$ cat src/rtl/mult_div_hilo_if.sv
// Request/response bundle between the control unit and the multiply/divide unit:
// operands, MTHI/MTLO writes, status and the HI/LO read-back.
interface mult_div_hilo_if #(
    parameter int WIDTH = 32
);
    logic             start;
    logic [1:0]       op;
    logic [WIDTH-1:0] a;
    logic [WIDTH-1:0] b;
    logic             hi_we;
    logic             lo_we;
    logic [WIDTH-1:0] wr_data;
    logic             busy;
    logic             done;
    logic             div_zero;
    logic [WIDTH-1:0] hi;
    logic [WIDTH-1:0] lo;

    modport master (
        output start, op, a, b, hi_we, lo_we, wr_data,
        input  busy, done, div_zero, hi, lo
    );

    modport slave (
        input  start, op, a, b, hi_we, lo_we, wr_data,
        output busy, done, div_zero, hi, lo
    );
endinterface

$ cat src/rtl/mult_div_hilo.sv
// Multicycle shift-add multiply / restoring divide unit owning the MIPS HI/LO pair.
// Define EARLY_TERM_EN to end multiplies once the remaining multiplier bits are zero.
module mult_div_hilo #(
    parameter int WIDTH = 32
) (
    input  logic           clock,
    input  logic           reset,
    mult_div_hilo_if.slave bus
);
    localparam int CW = $clog2(WIDTH);

    typedef enum logic {IDLE, CALC} state_e;

    state_e             state_q;
    logic [CW-1:0]      cnt_q;
    logic               busy_q, done_q, dz_q;
    logic [WIDTH-1:0]   hi_q, lo_q;
    logic               is_div_q, neg_q, neg_rem_q;
    logic [2*WIDTH-1:0] acc_q, mcand_q;
    logic [WIDTH-1:0]   mplier_q, rem_q, quo_q, dvsr_q;

    logic               signed_op, a_neg, b_neg;
    logic [WIDTH-1:0]   a_mag, b_mag;
    logic [2*WIDTH-1:0] acc_d, prod_res;
    logic [WIDTH:0]     shifted, diff;
    logic [WIDTH-1:0]   rem_d, quo_d, quo_res, rem_res;
    logic               last_iter;

    always_comb begin
        signed_op = ~bus.op[0];
        a_neg     = signed_op & bus.a[WIDTH-1];
        b_neg     = signed_op & bus.b[WIDTH-1];
        a_mag     = a_neg ? -bus.a : bus.a;
        b_mag     = b_neg ? -bus.b : bus.b;

        acc_d     = mplier_q[0] ? acc_q + mcand_q : acc_q;
        // Remainder stays below the divisor, so a non-negative trial fits in WIDTH bits.
        shifted   = {rem_q, quo_q[WIDTH-1]};
        diff      = shifted - {1'b0, dvsr_q};
        rem_d     = diff[WIDTH] ? shifted[WIDTH-1:0] : diff[WIDTH-1:0];
        quo_d     = {quo_q[WIDTH-2:0], ~diff[WIDTH]};

        prod_res  = neg_q ? -acc_d : acc_d;
        quo_res   = neg_q ? -quo_d : quo_d;
        rem_res   = neg_rem_q ? -rem_d : rem_d;

        last_iter = (cnt_q == CW'(WIDTH - 1));
`ifdef EARLY_TERM_EN
        if (!is_div_q && mplier_q[WIDTH-1:1] == '0) begin
            last_iter = 1'b1;
        end
`else
`endif
    end

    // Iteration datapath; contents are don't-care outside CALC, so no reset.
    always_ff @(posedge clock) begin
        if (state_q == IDLE && bus.start) begin
            acc_q    <= '0;
            mcand_q  <= {{WIDTH{1'b0}}, a_mag};
            mplier_q <= b_mag;
            rem_q    <= '0;
            quo_q    <= a_mag;
            dvsr_q   <= b_mag;
        end else if (state_q == CALC) begin
            acc_q    <= acc_d;
            mcand_q  <= {mcand_q[2*WIDTH-2:0], 1'b0};
            mplier_q <= {1'b0, mplier_q[WIDTH-1:1]};
            rem_q    <= rem_d;
            quo_q    <= quo_d;
        end
    end

    always_ff @(posedge clock or negedge reset) begin
        if (!reset) begin
            state_q   <= IDLE;
            cnt_q     <= '0;
            busy_q    <= 1'b0;
            done_q    <= 1'b0;
            dz_q      <= 1'b0;
            hi_q      <= '0;
            lo_q      <= '0;
            is_div_q  <= 1'b0;
            neg_q     <= 1'b0;
            neg_rem_q <= 1'b0;
        end else begin
            done_q <= 1'b0;
            case (state_q)
                IDLE: begin
                    if (bus.start) begin
                        is_div_q  <= bus.op[1];
                        neg_q     <= a_neg ^ b_neg;
                        neg_rem_q <= a_neg;
                        dz_q      <= 1'b0;
                        busy_q    <= 1'b1;
                        cnt_q     <= '0;
                        state_q   <= CALC;
                    end else begin
                        if (bus.hi_we) hi_q <= bus.wr_data;
                        if (bus.lo_we) lo_q <= bus.wr_data;
                    end
                end
                CALC: begin
                    if (is_div_q && dvsr_q == '0) begin
                        dz_q    <= 1'b1;
                        done_q  <= 1'b1;
                        busy_q  <= 1'b0;
                        state_q <= IDLE;
                    end else if (last_iter) begin
                        hi_q    <= is_div_q ? rem_res : prod_res[2*WIDTH-1:WIDTH];
                        lo_q    <= is_div_q ? quo_res : prod_res[WIDTH-1:0];
                        done_q  <= 1'b1;
                        busy_q  <= 1'b0;
                        state_q <= IDLE;
                    end else begin
                        cnt_q <= cnt_q + 1'b1;
                    end
                end
                default: state_q <= IDLE;
            endcase
        end
    end

    assign bus.busy     = busy_q;
    assign bus.done     = done_q;
    assign bus.div_zero = dz_q;
    assign bus.hi       = hi_q;
    assign bus.lo       = lo_q;
endmodule

$ cat src/flat_wrapper.sv
// flat-port wrapper written by rule: the top's interface ports become plain ports
module mult_div_hilo_flat 
#(
    parameter int WIDTH = 32
)
  (clock, reset, bus_start, bus_op, bus_a, bus_b, bus_hi_we, bus_lo_we, bus_wr_data, bus_busy, bus_done, bus_div_zero, bus_hi, bus_lo);
  mult_div_hilo_if #(.WIDTH(WIDTH)) bus_i ();
  input  logic clock;
  input  logic reset;
  input wire logic [$bits(bus_i.start)-1:0] bus_start;
  input wire logic [$bits(bus_i.op)-1:0] bus_op;
  input wire logic [$bits(bus_i.a)-1:0] bus_a;
  input wire logic [$bits(bus_i.b)-1:0] bus_b;
  input wire logic [$bits(bus_i.hi_we)-1:0] bus_hi_we;
  input wire logic [$bits(bus_i.lo_we)-1:0] bus_lo_we;
  input wire logic [$bits(bus_i.wr_data)-1:0] bus_wr_data;
  output wire logic [$bits(bus_i.busy)-1:0] bus_busy;
  output wire logic [$bits(bus_i.done)-1:0] bus_done;
  output wire logic [$bits(bus_i.div_zero)-1:0] bus_div_zero;
  output wire logic [$bits(bus_i.hi)-1:0] bus_hi;
  output wire logic [$bits(bus_i.lo)-1:0] bus_lo;
  assign bus_i.start = bus_start;
  assign bus_i.op = bus_op;
  assign bus_i.a = bus_a;
  assign bus_i.b = bus_b;
  assign bus_i.hi_we = bus_hi_we;
  assign bus_i.lo_we = bus_lo_we;
  assign bus_i.wr_data = bus_wr_data;
  assign bus_busy = bus_i.busy;
  assign bus_done = bus_i.done;
  assign bus_div_zero = bus_i.div_zero;
  assign bus_hi = bus_i.hi;
  assign bus_lo = bus_i.lo;
  mult_div_hilo #(.WIDTH(WIDTH)) u_core (.clock(clock), .reset(reset), .bus(bus_i));
endmodule
$ cat config.mk
export PLATFORM = sky130hd
export DESIGN_NAME = mult_div_hilo_flat
export DESIGN_NICKNAME = d
export VERILOG_FILES = /design/src/rtl/mult_div_hilo_if.sv /design/src/rtl/mult_div_hilo.sv /design/src/flat_wrapper.sv
export SDC_FILE = /design/constraint.sdc
export NUM_CORES = 1
export LEC_CHECK = 0
export ABC_AREA = 1
export CAP_MARGIN = 20
export CORE_ASPECT_RATIO = 1.1
export CORE_UTILIZATION = 60
export CTS_CLUSTER_SIZE = 25
export DETAILED_ROUTE_END_ITERATION = 10
export GPL_ROUTABILITY_DRIVEN = 1
export PLACE_DENSITY = 0.8
export REMOVE_ABC_BUFFERS = 1
export SKIP_LAST_GASP = 1
export SYNTH_ARGS = -nofsm -noshare
export SYNTH_HDL_FRONTEND = slang
export SYNTH_SLANG_ARGS = --single-unit
$ cat constraint.sdc
create_clock -name clock -period 4.91 [get_ports clock]
set_clock_uncertainty 0.05 [all_clocks]
set_input_delay 0.491 -clock clock [delete_from_list [all_inputs] [get_ports clock]]
set_output_delay 0.491 -clock clock [all_outputs]
set_load 0.005 [all_outputs]
==> out/metrics.yaml <==
detailed_routing:
  wirelength_um: 104200
  drtPass1Iterations: 6
  routed_via_density: 5.790
  final_antenna_net_count: 0
  wire_per_inst_um: 19.23
  dr.first_iter.drc_count: 3682
  drc_errors: 0
  vias: 31370
floorplan:
  fp.dieH_um: 229.6
  die_x_um: 209.0
  coreArea_sq_um: 46630
  rows: 83
  dieArea_sq_um: 47980
  ios: 170
  initial_core_util: 0.6062
clocking:
  clk_path_buf_depth: 3
  path_clk_slew_ns: 0.06
  cts.sinks: 332
  numCtsBuffers: 39
  cts_tree: "built"
  h-tree-depth: 2
  cts-root-buf: "clkbuf_16"
  clk_latency_ns: 0.59
  postCtsResizedCells: 0
layout:
  syn2layout_area_growth_pct: 12.48
  drive_above_1_share: 0.05101
  layout_commonest_cell: "nand2_1"
  diodes: 0
  fillers: 4336
  finalNetCount: 4999
  most-common-layout-cells: "nand2_1 (1604), inv_1 (745), nor2_1 (436)"
synth:
  synth_cell_type_count: 58
  synth_cells: 4686
  synthAdderAreaFrac: 0.04657
  yosysWarnings: 0
  netlist_area_sq_um: 28270
  yosysSeqAreaShare: 0.2939
  syn_avg_cell_area_sq_um: 6.032
  yosysTopAreaCell: "nand2_1"
  synth_top_family_by_area: "simple AND/OR/NAND/NOR gates"
  ys_async_sr_fraction: 0.2289
  synth_ff_type: "edfxtp_1"
  ys_ff_latch: 332
  yosysTopAreaCellShare: 0.2131
  muxShareOfSynthArea: 0
  synth_compound_area_frac: 0.1303
  synthTopCellsByArea: "nand2_1 (21%), edfxtp_1 (14%), inv_1 (9.9%)"
  synth_xor_area_frac: 0.01425
  yosys.area_share.simple: 0.3918
  synth_edf_count: 128
worst_hold_path:
  holdPathStages: 2
  hold_class: "reg2reg"
worst_setup_path:
  crit_path_cell_trace: "ha_1, inv_1, fa_1, inv_1, nand3_1, nand2_1, nand3_1, nand3_1, nand2_1, nand2_1, nand2_1, nand3_1, nand2_1, inv_1, nand2_1, inv_1, nand2_1, nor2_2, nand2_1, nand3_1, nand2_1, o21ai_0, a21oi_1, o21ai_0"
  critPathArrivalTime_ns: 4.98
  crit_path_frequent_cell: "nand2_1"
  critPathSlowestCell: "o21ai_0"
  r2r_cells: 24
  crit_type: "reg2reg"
  crit_path_end_kind: "flip-flop"
  critPathMaxStageDelay_ns: 0.80
  crit_path_max_fanout: 4
  required_ns: 5.36
  startpoint_type: "flip-flop"
timing:
  hold_viol: 0
  fin_ws_ns: 0.3788
  tightest_slew_ns: 1.017
  final.min_clock_period_ns: 4.531
  fmax_mhz: 220.7
  finalCritPeriodShare: 0.9229
  relSlewSlack: 0.3181
  setup-violations-final: 0
  rsz0062_at_grt: "no"
  slew_violations: 0
job:
  drv_cap: 0
grt:
  grt_start_max_net_pins: 191
  grt_pass1_wl_um: 158900
  grt-ovfl-total: 0
  antenna_found_initial: 1
  grt_pass1_vias: 28830
  track_usage: 0.4286
placed_design:
  pre_cts_ws_ns: 0.4967
  dp_hpwl_um: 80070
  numPortBuffers: 169
  gp_congestion: 1.075
power_and_ir_drop:
  irDropWorstVdd_mv: 0.4045
  leakagePower_nw: 16.19
  powerDensity_nw_per_um2: 840.2
  finalPower_mw: 26.71
run_status:
  status: "complete, no violations"
-- worst max-delay path, delay by kind of cell, from the launching register on --
kind | cells | cell delay [ns]
AOI/OAI and AO/OA | 3 | 1.11
adders and majority gates | 2 | 0.60
buffers and inverters | 4 | 0.41
DFF | 1 | 0.36
and+or+nand+nor | 15 | 1.91
-- through the flow --
stage               cells  cell area, sq um  hold WS [ns]  setup TNS (ns)    util
global placement     5345             30380        0.4248               0  0.6516
finish               5418             31800        0.4387               0  0.6819
detailed placement   5345             30380        0.4236               0  0.6516
global route         5418             31800        0.4703               0  0.6819
CTS                  5418             31800        0.4372               0  0.6819
floorplan            4551             27660        0.1454         -893.34       -
-- power by group --
part / internal (mW) / leakage, nW / switching (mW) / total [mW]
Combinational: 5.58 / 12.2 / 12.5 / 18.0
Clock: 1.95 / 0.679 / 1.31 / 3.27
Sequential: 4.38 / 3.27 / 1.04 / 5.42
-- final timing paths --
kind | start | endpoint | slack (ns)
min | u_core.bus.div_zero | u_core.bus.div_zero | 0.44
max reg2reg | u_core.mcand_q[0] | u_core.bus.lo[27] | 0.38
min in group asynchronous | reset | u_core.bus.busy | 0.49
max in group asynchronous | reset | u_core.neg_q | 3.39
min reg2reg | u_core.bus.div_zero | u_core.bus.div_zero | 0.44
max | u_core.mcand_q[0] | u_core.bus.lo[27] | 0.38
-- Yosys cell counts (10+ instances only) --
cell and n:
and2_1 11, a21oi_1 230, xnor2_1 16, xor2_1 30
buf_1 17, o21ai_0 219, nand3b_1 13, nor3_1 48
nor4_1 14, buf_2 17, dfxtp_1 128, a21oi_2 13
o22ai_1 100, o21ai_1 24, nor2_2 23, nand3_2 10
a31oi_1 18, nand2_2 47, o21bai_1 16, clkbuf_1 89
ha_1 102, inv_2 13, nand2_1 1605, edfxtp_1 128
dfrtp_1 76, nand3_1 349, nand4_1 51, inv_1 746
nor2_1 438
-- timing repair --
item,in CTS,in global routing
setup endpoints to repair,0,0
setup buffers,0,0
hold buffers,1,0
endpoints found under the hold margin,50,0
-- logic make-up after synthesis --
group                      Yosys count
AOI/OAI and AO/OA                  661
xor gates and xnor gates            46
adders and majority gates          104
buffers and inverters              900
DFF                                332
and+or+nand+nor                   2643
-- routing by layer --
metal  global-route usage  routed length (um)  vias up
li1                     -                   -    15167
met1               0.5405               40610    14142
met2               0.6925               46480     1713
met3              0.06527               10020      346
met4               0.2578                7072        2
met5                    0                   8        -
-- registers in the layout (all words and copies together) (netlist names), 5 cells and up --
| name | flops |
|---|---|
| u_core.dvsr_q | 32 |
| u_core.quo_q | 32 |
| u_core.rem_q | 32 |
| u_core.bus.lo | 32 |
| u_core.cnt_q | 5 |
| u_core.acc_q | 64 |
| u_core.bus.hi | 32 |
| u_core.mplier_q | 32 |
| u_core.mcand_q | 64 |
-- cell type report --
type,count,area (sq um),area share
multi-input combinational,3454,16500,0.5188
sequential,332,8312,0.2614
inverter,765,2879,0.09055
timing repair buffer,200,1962,0.06170
clock buffer,47,1046,0.03290
tap,595,744.5,0.02341
clock inverter,25,356.6,0.01122
(Power assumes the default switching activity.)
